===== src/rtl/uart_pkg.sv =====
// Shared UART definitions: FSM encodings and bit-timing derivation common to
// the transmitter and receiver.
package uart_pkg;

    localparam logic [1:0] ST_IDLE  = 2'd0;
    localparam logic [1:0] ST_START = 2'd1;
    localparam logic [1:0] ST_DATA  = 2'd2;
    localparam logic [1:0] ST_STOP  = 2'd3;

    typedef enum logic [1:0] {
        IDLE  = ST_IDLE,
        START = ST_START,
        DATA  = ST_DATA,
        STOP  = ST_STOP
    } state_t;

    // Two-step integer division keeps TX and RX rounding identical.
    function automatic int cycles_per_bit(input int bit_rate, input int clk_hz);
        return (32'sd1_000_000_000 / bit_rate) / (32'sd1_000_000_000 / clk_hz);
    endfunction

endpackage


===== src/rtl/uart_bit_timer.sv =====
// Bit-period counter: counts 0..CYCLES_PER_BIT-1 while run is high and pulses
// bit_done in the last cycle of each bit.
module uart_bit_timer
    import uart_pkg::*;
#(
    parameter int CYCLES_PER_BIT = 10
) (
    input  logic clk,
    input  logic resetn,
    input  logic run,
    output logic bit_done
);

    localparam int CW = (CYCLES_PER_BIT > 1) ? $clog2(CYCLES_PER_BIT) : 1;
    localparam logic [CW-1:0] LAST = CW'(CYCLES_PER_BIT - 1);

    logic [CW-1:0] cnt_r;

    assign bit_done = run && (cnt_r == LAST);

    // Cycle counter; held at zero while idle so each frame starts aligned.
    always_ff @(posedge clk) begin
        if (!resetn) begin
            cnt_r <= {CW{1'b0}};
        end else if (!run || bit_done) begin
            cnt_r <= {CW{1'b0}};
        end else begin
            cnt_r <= cnt_r + CW'(1);
        end
    end

endmodule


===== src/rtl/uart_tx.sv =====
// UART transmitter: start bit, PAYLOAD_BITS data bits LSB first, STOP_BITS stop
// bits, with an enable/busy request handshake and a flop-driven serial line.
module uart_tx
    import uart_pkg::*;
#(
    parameter int BIT_RATE     = 9600,
    parameter int CLK_HZ       = 50_000_000,
    parameter int PAYLOAD_BITS = 8,
    parameter int STOP_BITS    = 1
) (
    input  logic                    clk,
    input  logic                    resetn,
    input  logic                    uart_tx_en,
    input  logic [PAYLOAD_BITS-1:0] uart_tx_data,
    output logic                    uart_tx_busy,
    output logic                    uart_txd
);

    localparam int CYCLES_PER_BIT = cycles_per_bit(BIT_RATE, CLK_HZ);
    localparam int MAX_BITS       = (PAYLOAD_BITS > STOP_BITS) ? PAYLOAD_BITS : STOP_BITS;
    localparam int BW             = $clog2(MAX_BITS + 1);
    localparam logic [BW-1:0] LAST_DATA = BW'(PAYLOAD_BITS - 1);
    localparam logic [BW-1:0] LAST_STOP = BW'(STOP_BITS - 1);

    state_t                  state_r;
    logic [PAYLOAD_BITS-1:0] shift_r;
    logic [PAYLOAD_BITS-1:0] shifted_s;
    logic [BW-1:0]           bit_cnt_r;
    logic                    txd_r;
    logic                    busy_r;
    logic                    run_s;
    logic                    bit_done_s;

    assign run_s        = (state_r != IDLE);
    assign shifted_s    = shift_r >> 1;
    assign uart_txd     = txd_r;
    assign uart_tx_busy = busy_r;

    uart_bit_timer #(
        .CYCLES_PER_BIT(CYCLES_PER_BIT)
    ) u_bit_timer (
        .clk     (clk),
        .resetn  (resetn),
        .run     (run_s),
        .bit_done(bit_done_s)
    );

    // Frame sequencer; the line level for each bit is set on the edge that opens it.
    always_ff @(posedge clk) begin
        if (!resetn) begin
            state_r   <= IDLE;
            shift_r   <= {PAYLOAD_BITS{1'b0}};
            bit_cnt_r <= {BW{1'b0}};
            txd_r     <= 1'b1;
            busy_r    <= 1'b0;
        end else begin
            case (state_r)
                IDLE: begin
                    if (uart_tx_en && !busy_r) begin
                        state_r   <= START;
                        shift_r   <= uart_tx_data;
                        bit_cnt_r <= {BW{1'b0}};
                        txd_r     <= 1'b0;
                        busy_r    <= 1'b1;
                    end
                end
                START: begin
                    if (bit_done_s) begin
                        state_r   <= DATA;
                        bit_cnt_r <= {BW{1'b0}};
                        txd_r     <= shift_r[0];
                    end
                end
                DATA: begin
                    if (bit_done_s) begin
                        if (bit_cnt_r == LAST_DATA) begin
                            state_r   <= STOP;
                            bit_cnt_r <= {BW{1'b0}};
                            txd_r     <= 1'b1;
                        end else begin
                            shift_r   <= shifted_s;
                            bit_cnt_r <= bit_cnt_r + BW'(1);
                            txd_r     <= shifted_s[0];
                        end
                    end
                end
                STOP: begin
                    if (bit_done_s) begin
                        if (bit_cnt_r == LAST_STOP) begin
                            state_r   <= IDLE;
                            bit_cnt_r <= {BW{1'b0}};
                            busy_r    <= 1'b0;
                        end else begin
                            bit_cnt_r <= bit_cnt_r + BW'(1);
                        end
                    end
                end
                default: begin
                    state_r   <= IDLE;
                    bit_cnt_r <= {BW{1'b0}};
                    txd_r     <= 1'b1;
                    busy_r    <= 1'b0;
                end
            endcase
        end
    end

endmodule


===== config.mk =====
export PLATFORM = sky130hd
export DESIGN_NAME = uart_tx
export DESIGN_NICKNAME = d
export VERILOG_FILES = /design/src/rtl/uart_pkg.sv /design/src/rtl/uart_bit_timer.sv /design/src/rtl/uart_tx.sv
export SDC_FILE = /design/constraint.sdc
export NUM_CORES = 1
export LEC_CHECK = 0
export ABC_AREA = 1
export CORE_MARGIN = 1.5
export CORE_UTILIZATION = 47
export DETAILED_ROUTE_END_ITERATION = 16
export PLACE_DENSITY = 0.78
export SLEW_MARGIN = 25
export SYNTH_ARGS = -nofsm -noshare
export SYNTH_HDL_FRONTEND = slang
export SYNTH_SLANG_ARGS = --single-unit

===== constraint.sdc =====
create_clock -name clk -period 4 [get_ports clk]
set_clock_uncertainty 0.1 [all_clocks]
set_input_delay 0.8 -clock clk [delete_from_list [all_inputs] [get_ports clk]]
set_output_delay 0.8 -clock clk [all_outputs]
set_load 0.005 [all_outputs]

# After elaboration in Yosys (flattened, before gate mapping)
# Index checks and enable logic that the tools add are counted.
classes:
  n_addsub: 2
  n_eq_ne: 12
  muxes: 27
  n_bitwise: 1
  n_reduce_logical: 17
ops:
  columns: ["operator", "n"]
  rows:
  - ["$mux 4", 6]
  - ["$mux 8", 3]
  - ["$pmux 4 s4", 1]
  - ["$pmux 8 s2", 1]
  - ["$reduce_and 4->1", 4]
  - ["$add 13x1->13 const B", 1]
  - ["$eq 13x13->1 const B", 1]
  - ["$mux 2", 6]
  - ["$ne 2x2->1 const B", 4]
  - ["$pmux 2 s4", 1]
  - ["$mux 1", 7]
  - ["$ne 2x1->1 const B", 3]
  - ["$reduce_and 6->1", 1]
  - ["$reduce_bool 2->1", 3]
  - ["$add 4x1->4 const B", 1]
  - ["$eq 2x2->1 const B", 2]
  - ["$eq 4x3->1 const B", 1]
  - ["$logic_not 4->1", 1]
  - ["$pmux 1 s3", 1]
  - ["$reduce_bool 3->1", 1]
  - ["$eq 2x1->1 const B", 1]
  - ["$logic_and 1x1->1", 2]
  - ["$logic_not 1->1", 2]
  - ["$logic_not 2->1", 1]
  - ["4 further kinds", 4]
totals:
  ff_bits: 29
  in_bits: 11
  out_inout_bits: 2

# Longest topological paths before layout
# Gate-level depths: netlist of run 1.
depth:
  ltp_word: 4
  depth_mapped: 10
  mapped_depth_nobuf: 10

# Modules after synthesis
# From an unflattened synthesis of run 1, not the netlist that was laid out.
hier_totals:
  hier_cells: 242
  area_unflattened_um2: 1690.4
by_module_without_submodules:
  columns: ["mod", "instances", "cells_per_inst", "area_per_inst_um2", "seq_area_each_um2"]
  rows:
  - ["uart_tx", 1, 145, 1018.5, 320.3]
  - ["uart_bit_timer", 1, 97, 671.9, 260.2]

# Worst setup path after synthesis of run 1
# Ideal clock, no wire load.
synth_timing:
  kind: "input to register"
  startpoint: "in uart_tx_en"
  endpoint: "reg state_r[0]"
  setup_ns: 0.115
  arrival_ns: 1.545
  required_ns: 3.785
  setup_slack_ns: 2.240
  stages: 8
  n_path_buf: 1
  cell_sequence: "nand2_1 > nand2_1 > nand2_1 > o31ai_4 > buf_8 > nand3_1 > nand2_1 > nor2_1"
synth_via:
  elab_chain_cells: 3
synth_lines:
  columns: ["element", "line", "source"]
  rows:
  - ["start: declaration", "uart_tx.sv:13", "input logic uart_tx_en,"]
  - ["$logic_and 1x1->1", "uart_tx.sv:59", "if (uart_tx_en && !busy_r) begin"]
  - ["$ne 2x2->1 (no source line)", null, null]
  - ["$reduce_and 6->1 (no source line)", null, null]
  - ["end signal: assignment", "uart_tx.sv:60", "state_r <= START;"]
  - ["end signal: assignment", "uart_tx.sv:69", "state_r <= DATA;"]
  - ["end signal: assignment", "uart_tx.sv:77", "state_r <= STOP;"]
  - ["end: declaration", "uart_tx.sv:25", "state_t state_r;"]
# No other way between the ends.
# A chain may end at the register's enable or synchronous reset.

# Worst setup path in the final report of run 1
layout_timing:
  startpoint: "reg state_r[0]"
  endpoint: "reg bit_cnt_r[0]"
layout_via:
  elab_chain_cells: 4
  elab_cells_between_ends: 12
  cone_classes: "eq/ne: 7; mux: 1; reduce/logical: 4"
layout_lines:
  columns: ["element", "line", "source"]
  rows:
  - ["start signal: assignment", "uart_tx.sv:51", "state_r <= IDLE;"]
  - ["start signal: assignment", "uart_tx.sv:60", null]
  - ["start signal: assignment", "uart_tx.sv:69", null]
  - ["$reduce_bool 2->1", "uart_tx.sv:34", "assign run_s = (state_r != IDLE);"]
  - ["$logic_and 1x1->1", "uart_bit_timer.sv:19", "assign bit_done = run && (cnt_r == LAST);"]
  - ["$ne 2x1->1 (no source line)", null, null]
  - ["$reduce_and 4->1 (no source line)", null, null]
  - ["end signal: assignment", "uart_tx.sv:53", "bit_cnt_r <= {BW{1'b0}};"]
  - ["end signal: assignment", "uart_tx.sv:62", "bit_cnt_r <= {BW{1'b0}};"]
  - ["end signal: assignment", "uart_tx.sv:70", "bit_cnt_r <= {BW{1'b0}};"]
  - ["end: declaration", "uart_tx.sv:28", "logic [BW-1:0] bit_cnt_r;"]
# Parallel ways exist; a longest one is shown, timed or not.

==> impl_metrics.json, run 1 <==
{
  "dp.cells": 277,
  "r2r_slack_ns": 1.77,
  "cts_hold_buf": 0,
  "final_cell_count_no_fill": 284,
  "min_to": "shift_r[6]",
  "hold_depth": 2,
  "dp_hpwl_um": 2090,
  "drive_gt1_share_pct": 7.08,
  "end_kind": "flop",
  "io_pins": 13,
  "hp-class": "reg2reg",
  "regArea_um2": 581,
  "synth_cell_types": 31,
  "grt_use_met3_pct": 4.41,
  "irDropWorstVdd_uv": 352,
  "yosys_warnings": 0,
  "grt_pass1_vias": 1215,
  "cts_inserted_buffers": 5,
  "critical_path.slowest_cell": "o31ai_4",
  "numClockSinks": 29,
  "start_util_pct": 50.7,
  "grt_util_met2_pct": 28.3,
  "synthToLayoutAreaGrowth_pct": 12.5,
  "start_kind": "flop",
  "min_period_ns": 2.23,
  "slowest_delay_ns": 0.46,
  "dpl_worst_slack_ns": 1.50,
  "synthAdderAreaFrac_pct": 6.31,
  "fp.dieW_um": 61.1,
  "grt_setup_unrepaired": "false",
  "port_buffers": 12,
  "worstPathRequired_ns": 4.12,
  "drt_iter0_markers": 95,
  "routed_wl_um": 2990,
  "dieArea_um2": 3730,
  "r2r-start": "state_r[0]",
  "cts_tree": "done",
  "final-setup-viol-count": 0,
  "synthXorXnorAreaFrac_pct": 2.21,
  "synthSimpleGateAreaFrac_pct": 34.0,
  "clk_latency_ns": 0.32,
  "synthMuxAreaShare_pct": 0,
  "via_per_inst": 4.85,
  "layout_setup_ws_ns": 1.77,
  "htreeDepth": 2,
  "worstHoldStart": "shift_r[6]",
  "overflow": 0,
  "max_freq_mhz": 448,
  "fillerInstances": 306,
  "gr-usage-met1_pct": 24.2,
  "post_cts_resized": 0,
  "crit_fanout": 14,
  "antenna_left": 0,
  "grt-busiest-layer": "met2",
  "outcome": "completed",
  "die-height_um": 61.1,
  "p_leak_uw": 0.000737,
  "drt_first_pass_iters": 4,
  "finalHoldViolations": 0,
  "r2r_end": "bit_cnt_r[0]",
  "syn_nets": 244,
  "synth_area_per_cell_um2": 7.05,
  "slew_headroom_pct": 64.5,
  "tns_ns": 0,
  "root_buffer": "clkbuf_4",
  "grt_pass1_wl_um": 5080,
  "clk_pin_slew_ns": 0.08,
  "synth_top_family_by_area": "simple AND/OR/NAND/NOR gates",
  "vias": 1377,
  "ys_ff_latch": 29,
  "multiInputGateArea_um2": 891,
  "fp.coreArea_um2": 3130,
  "gp_congestion": 0.771,
  "min_period_over_period_pct": 55.8,
  "reg2regPathDepth": 8,
  "cp_top_family": "compound AO/OA/AOI/OAI gates",
  "syn-cell-area_um2": 1590,
  "antenna-diode-count": 0,
  "critPathBufInv": 2,
  "cts_setup_buffers": 0,
  "layout.nets": 259,
  "p_per_area_nw_per_um2": 664,
  "cpMostUsedCell": "nand2_1",
  "grt_usage_pct": 18.5,
  "antenna_found_initial": 0,
  "grt_max_degree": 15,
  "netlist_instances": 225,
  "tightest_slew_ns": 0.533,
  "cts_buffer_depth": 2,
  "finalMaxSlewViolations": 0,
  "worst_ep_arrival_time_ns": 2.35,
  "drv_cap": 0,
  "wire_per_inst_um": 10.5,
  "yosysSeqAreaShare_pct": 36.6,
  "drc": 0,
  "crit_path_cell_trace": "inv_1 > ha_1 > inv_2 > nand2_1 > o31ai_4 > o21ai_0 > nand2_1 > nor2_1",
  "criticalPathCategory": "reg2reg",
  "synth-compound-area-share_pct": 13.7,
  "row_count": 20
}
==> power breakdown <==
| group | leakage, µW | total, µW | internal, µW | switching (µW) |
|---|---|---|---|---|
| registers | 0.000236 | 411 | 358 | 53.4 |
| clock network | 0.0000314 | 176 | 82.8 | 93.3 |
| logic | 0.000469 | 597 | 214 | 382 |
==> tightest hold or removal path, delay by kind of cell, from the launching register on <==
kind             cells  cell delay (ns)
AO/OA/AOI/OAI        1             0.05
AND/OR/NAND/NOR      1             0.06
flip-flops           1             0.31
==> cells in the final DEF (no fill, tap or decap), types with 4 or more instances in the layout <==
master,n
o21ai_0,4
nand3_1,20
inv_1,19
clkdlybuf4s50_1,12
nand2_1,60
nor2_1,28
dfxtp_1,29
ha_1,8
o21bai_1,4
xor2_1,4
clkbuf_4,5
o21ai_1,4
a21oi_1,19
==> metal layers <==
metal / vias to the layer above / wire (µm)
met2: 18 / 1320
met4: 0 / 65
li1: 761 / -
met1: 591 / 1520
met5: - / 0
met3: 7 / 88
==> cell families (layout without fill, tap and decap cells) <==
group	after synthesis	in the layout
buffers and inverters	26	41
adder cells (fa/ha/maj)	8	8
XOR/XNOR	4	4
AND/OR/NAND/NOR	122	122
AO/OA/AOI/OAI	36	36
flip-flops	29	29
==> sequential cells by signal, indices dropped and copies added, names as in the netlist <==
signal / count
uart_txd: 1
bit_cnt_r: 4
shift_r: 8
state_r: 2
uart_tx_busy: 1
u_bit_timer.cnt_r: 13
==> synth_stat cells <==
| library cell | n | area share, % |
|---|---|---|
| a21oi_1 | 19 | 6.0 |
| buf_2 | 1 | 0.32 |
| buf_4 | 1 | 0.47 |
| buf_8 | 1 | 0.95 |
| clkbuf_1 | 1 | 0.24 |
| clkinv_1 | 1 | 0.24 |
| dfxtp_1 | 29 | 37 |
| ha_1 | 8 | 6.3 |
| inv_1 | 19 | 4.5 |
| inv_2 | 2 | 0.47 |
| nand2_1 | 60 | 14 |
| nand2_2 | 2 | 0.79 |
| nand2_4 | 1 | 0.71 |
| nand3_1 | 20 | 6.3 |
| nand4_1 | 1 | 0.39 |
| nand4_2 | 2 | 1.6 |
| nor2_1 | 28 | 6.6 |
| nor2_2 | 1 | 0.39 |
| nor3_1 | 2 | 0.63 |
| nor3_2 | 1 | 0.63 |
| nor3b_1 | 2 | 0.95 |
| nor4_1 | 1 | 0.39 |
| o21a_1 | 2 | 0.95 |
| o21ai_0 | 4 | 1.3 |
| o21ai_1 | 4 | 1.3 |
| o21ai_2 | 1 | 0.55 |
| o21bai_1 | 4 | 1.9 |
| o22ai_1 | 1 | 0.39 |
| o31ai_4 | 1 | 1.3 |
| or2_1 | 1 | 0.39 |
| xor2_1 | 4 | 2.2 |
==> worst max-delay path by stage <==
stage	from	endpoint	slack (ns)	cells after the start
floorplan	uart_tx_en	state_r[0]	2.24	8
global placement	resetn	u_bit_timer.cnt_r[11]	1.55	4
detailed placement	uart_tx_en	bit_cnt_r[0]	1.50	8
CTS	state_r[0]	bit_cnt_r[0]	1.77	8
global route	state_r[0]	bit_cnt_r[0]	1.58	8
finish	state_r[0]	bit_cnt_r[0]	1.77	8
==> through the flow <==
stage	hold WS [ns]	power [µW]	util [%]	cell area, µm²
after CTS	0.369	1190	57.0	1780
final	0.366	1180	57.0	1780
after global routing	0.387	1300	57.0	1780
after floorplan	0.318	907	-	1590
after global placement	0.337	994	55.3	1730
after detailed placement	0.355	1010	55.3	1730
==> area by class of cell <==
cell class	instances	area share (%)
Clock buffer	7	3.09
Inverter	22	4.63
Multi-Input combinational cell	170	49.9
Sequential cell	29	32.5
Tap cell	44	3.09
Timing Repair Buffer	12	6.73
(Power assumes the default switching activity.)
==> inputs of run 2 (changes only) <==
clock period = 2.15 ns   (was 4 ns; I/O delays follow)
==> impl_metrics.json, run 2 (same netlist as run 1, synthesis figures left out) <==
{
  "p_per_area_nw_per_um2": 1230,
  "final_cell_count_no_fill": 288,
  "grt_usage_pct": 19.6,
  "min_period_ns": 1.83,
  "layout.nets": 262,
  "start_util_pct": 50.7,
  "finalHoldViolations": 0,
  "p_leak_uw": 0.000752,
  "cts_tree": "done",
  "fillerInstances": 305,
  "row_count": 20,
  "numClockSinks": 29,
  "io_pins": 13,
  "p_int_uw": 1220,
  "via_per_inst": 4.99,
  "grt_max_degree": 14,
  "top_register": "u_bit_timer.cnt_r",
  "fp.dieW_um": 61.1,
  "synthToLayoutAreaGrowth_pct": 13.7,
  "hp-class": "reg2reg",
  "p_switching_uw": 1000,
  "tightest_slew_ns": 0.472,
  "post_cts_resized": 0,
  "tns_ns": 0,
  "cts_hold_buf": 0,
  "dp_hpwl_um": 2210,
  "irDropWorstVdd_uv": 522,
  "cts_setup_buffers": 0,
  "max_freq_mhz": 545,
  "wire_per_inst_um": 10.5,
  "end_kind": "flop",
  "min_period_over_period_pct": 85.3,
  "gp_congestion": 0.818,
  "layout_commonest_cell": "nand2_1",
  "dieArea_um2": 3730,
  "port_buffers": 12,
  "grt_setup_unrepaired": "false",
  "top_regs": "u_bit_timer.cnt_r: 13 flops, shift_r: 8 flops, bit_cnt_r: 4 flops",
  "crit_fanout": 13,
  "cts_inserted_buffers": 5,
  "drv_cap": 0,
  "m1WireLength_um": 1550,
  "vias": 1438,
  "crit_path_cell_trace": "inv_1 > ha_1 > inv_2 > nand2_1 > o31ai_4 > buf_4 > o21ai_0 > nand2_1 > nor2_1",
  "htreeDepth": 2,
  "final-setup-viol-count": 0,
  "worst_ep_arrival_time_ns": 1.97,
  "routed_wl_um": 3040,
  "dp.cells": 280,
  "slew_headroom_pct": 68.4,
  "start_kind": "flop",
  "final_cell_mix": "nand2_1, dfxtp_1, nor2_1",
  "clk_pin_slew_ns": 0.09,
  "criticalPathCategory": "reg2reg",
  "wl_met2_um": 1310,
  "clk_latency_ns": 0.34,
  "antenna_found_initial": 0,
  "drt_iter0_markers": 121,
  "finalMaxSlewViolations": 0,
  "pwr-share-comb_pct": 51.2,
  "drive_gt1_share_pct": 8.61,
  "top_layer_used": "met4",
  "grt_pass1_vias": 1244,
  "overflow": 0,
  "antenna-diode-count": 0,
  "drt_first_pass_iters": 4,
  "root_buffer": "clkbuf_4",
  "wl_met3_um": 117,
  "grt_pass1_wl_um": 5360,
  "fp.coreArea_um2": 3130,
  "drc": 0,
  "die-height_um": 61.1,
  "outcome": "completed",
  "whs_ns": 0.352,
  "antenna_left": 0,
  "largest_register_ffs": 13,
  "cts_buffer_depth": 2,
  "cpMostUsedCell": "nand2_1",
  "p_total_uw": 2220,
  "critical_path.slowest_cell": "dfxtp_1",
  "p_clk_share_pct": 14.5,
  "slowest_delay_ns": 0.39,
  "worstPathRequired_ns": 2.28,
  "swShare_pct": 45.0,
  "seqPwrFrac_pct": 34.3
}
-- run 2: changes by cell type in the layout (fill, tap and decap cells not counted) --
cell	delta
clkbuf_8	-1
clkinv_2	+2
buf_4	+3
-- run 2: path summary, 6_finish.rpt --
path	slack, ns	startpoint	end	cells past startpoint
worst min register to register	0.35	u_bit_timer.cnt_r[0]	u_bit_timer.cnt_r[0]	1
worst max-delay path	0.32	state_r[0]	bit_cnt_r[0]	9
worst max register to register	0.32	state_r[0]	bit_cnt_r[0]	9
worst min-delay path	0.35	u_bit_timer.cnt_r[0]	u_bit_timer.cnt_r[0]	1
-- run 2: area by class of cell --
type / count / area, µm² / share of cell area (%)
multi-input combinational: 170 / 891 / 49.4
sequential: 29 / 581 / 32.2
timing repair buffer: 15 / 143 / 7.91
inverter: 22 / 82.6 / 4.58
tap: 44 / 55.1 / 3.05
clock buffer: 6 / 41.3 / 2.29
clock inverter: 2 / 10.0 / 0.555
-- run 2: worst max-delay path: cells and delay by family (launching register included) --
| family | cells | cell delay (ns) |
|---|---|---|
| buf+inv | 3 | 0.47 |
| simple gates | 3 | 0.24 |
| compound gates | 2 | 0.26 |
| fa+ha+maj | 1 | 0.27 |
| flops | 1 | 0.39 |
-- run 2: per-layer routing --
metal / global-route usage, % / up-vias
li1: - / 765
met1: 26.1 / 649
met2: 29.2 / 18
met3: 6.30 / 6
met4: 8.39 / 0
met5: 0 / -
-- run 2: per-stage QoR --
step	util [%]	worst slack, ns	area [µm²]
floorplan	-	0.482	1590
global placement	56.0	0.237	1750
detailed placement	56.0	0.211	1750
CTS	57.6	0.303	1800
global route	57.6	0.0915	1800
finish	57.6	0.315	1800
-- run 2: power groups by stage --
stage	logic [µW]	clock network, µW	registers, µW
after global placement	1120	0	772
after global routing	1330	354	776
final	1140	322	763
after detailed placement	1140	0	773
after floorplan	934	0	753
after CTS	1150	333	761
==> inputs of run 3 (changes only) <==
ABC_CLOCK_PERIOD_IN_PS = 2150   (was default)
==> results of run 3 <==
Final layout, timing and power as in run 2 (identical DEF).
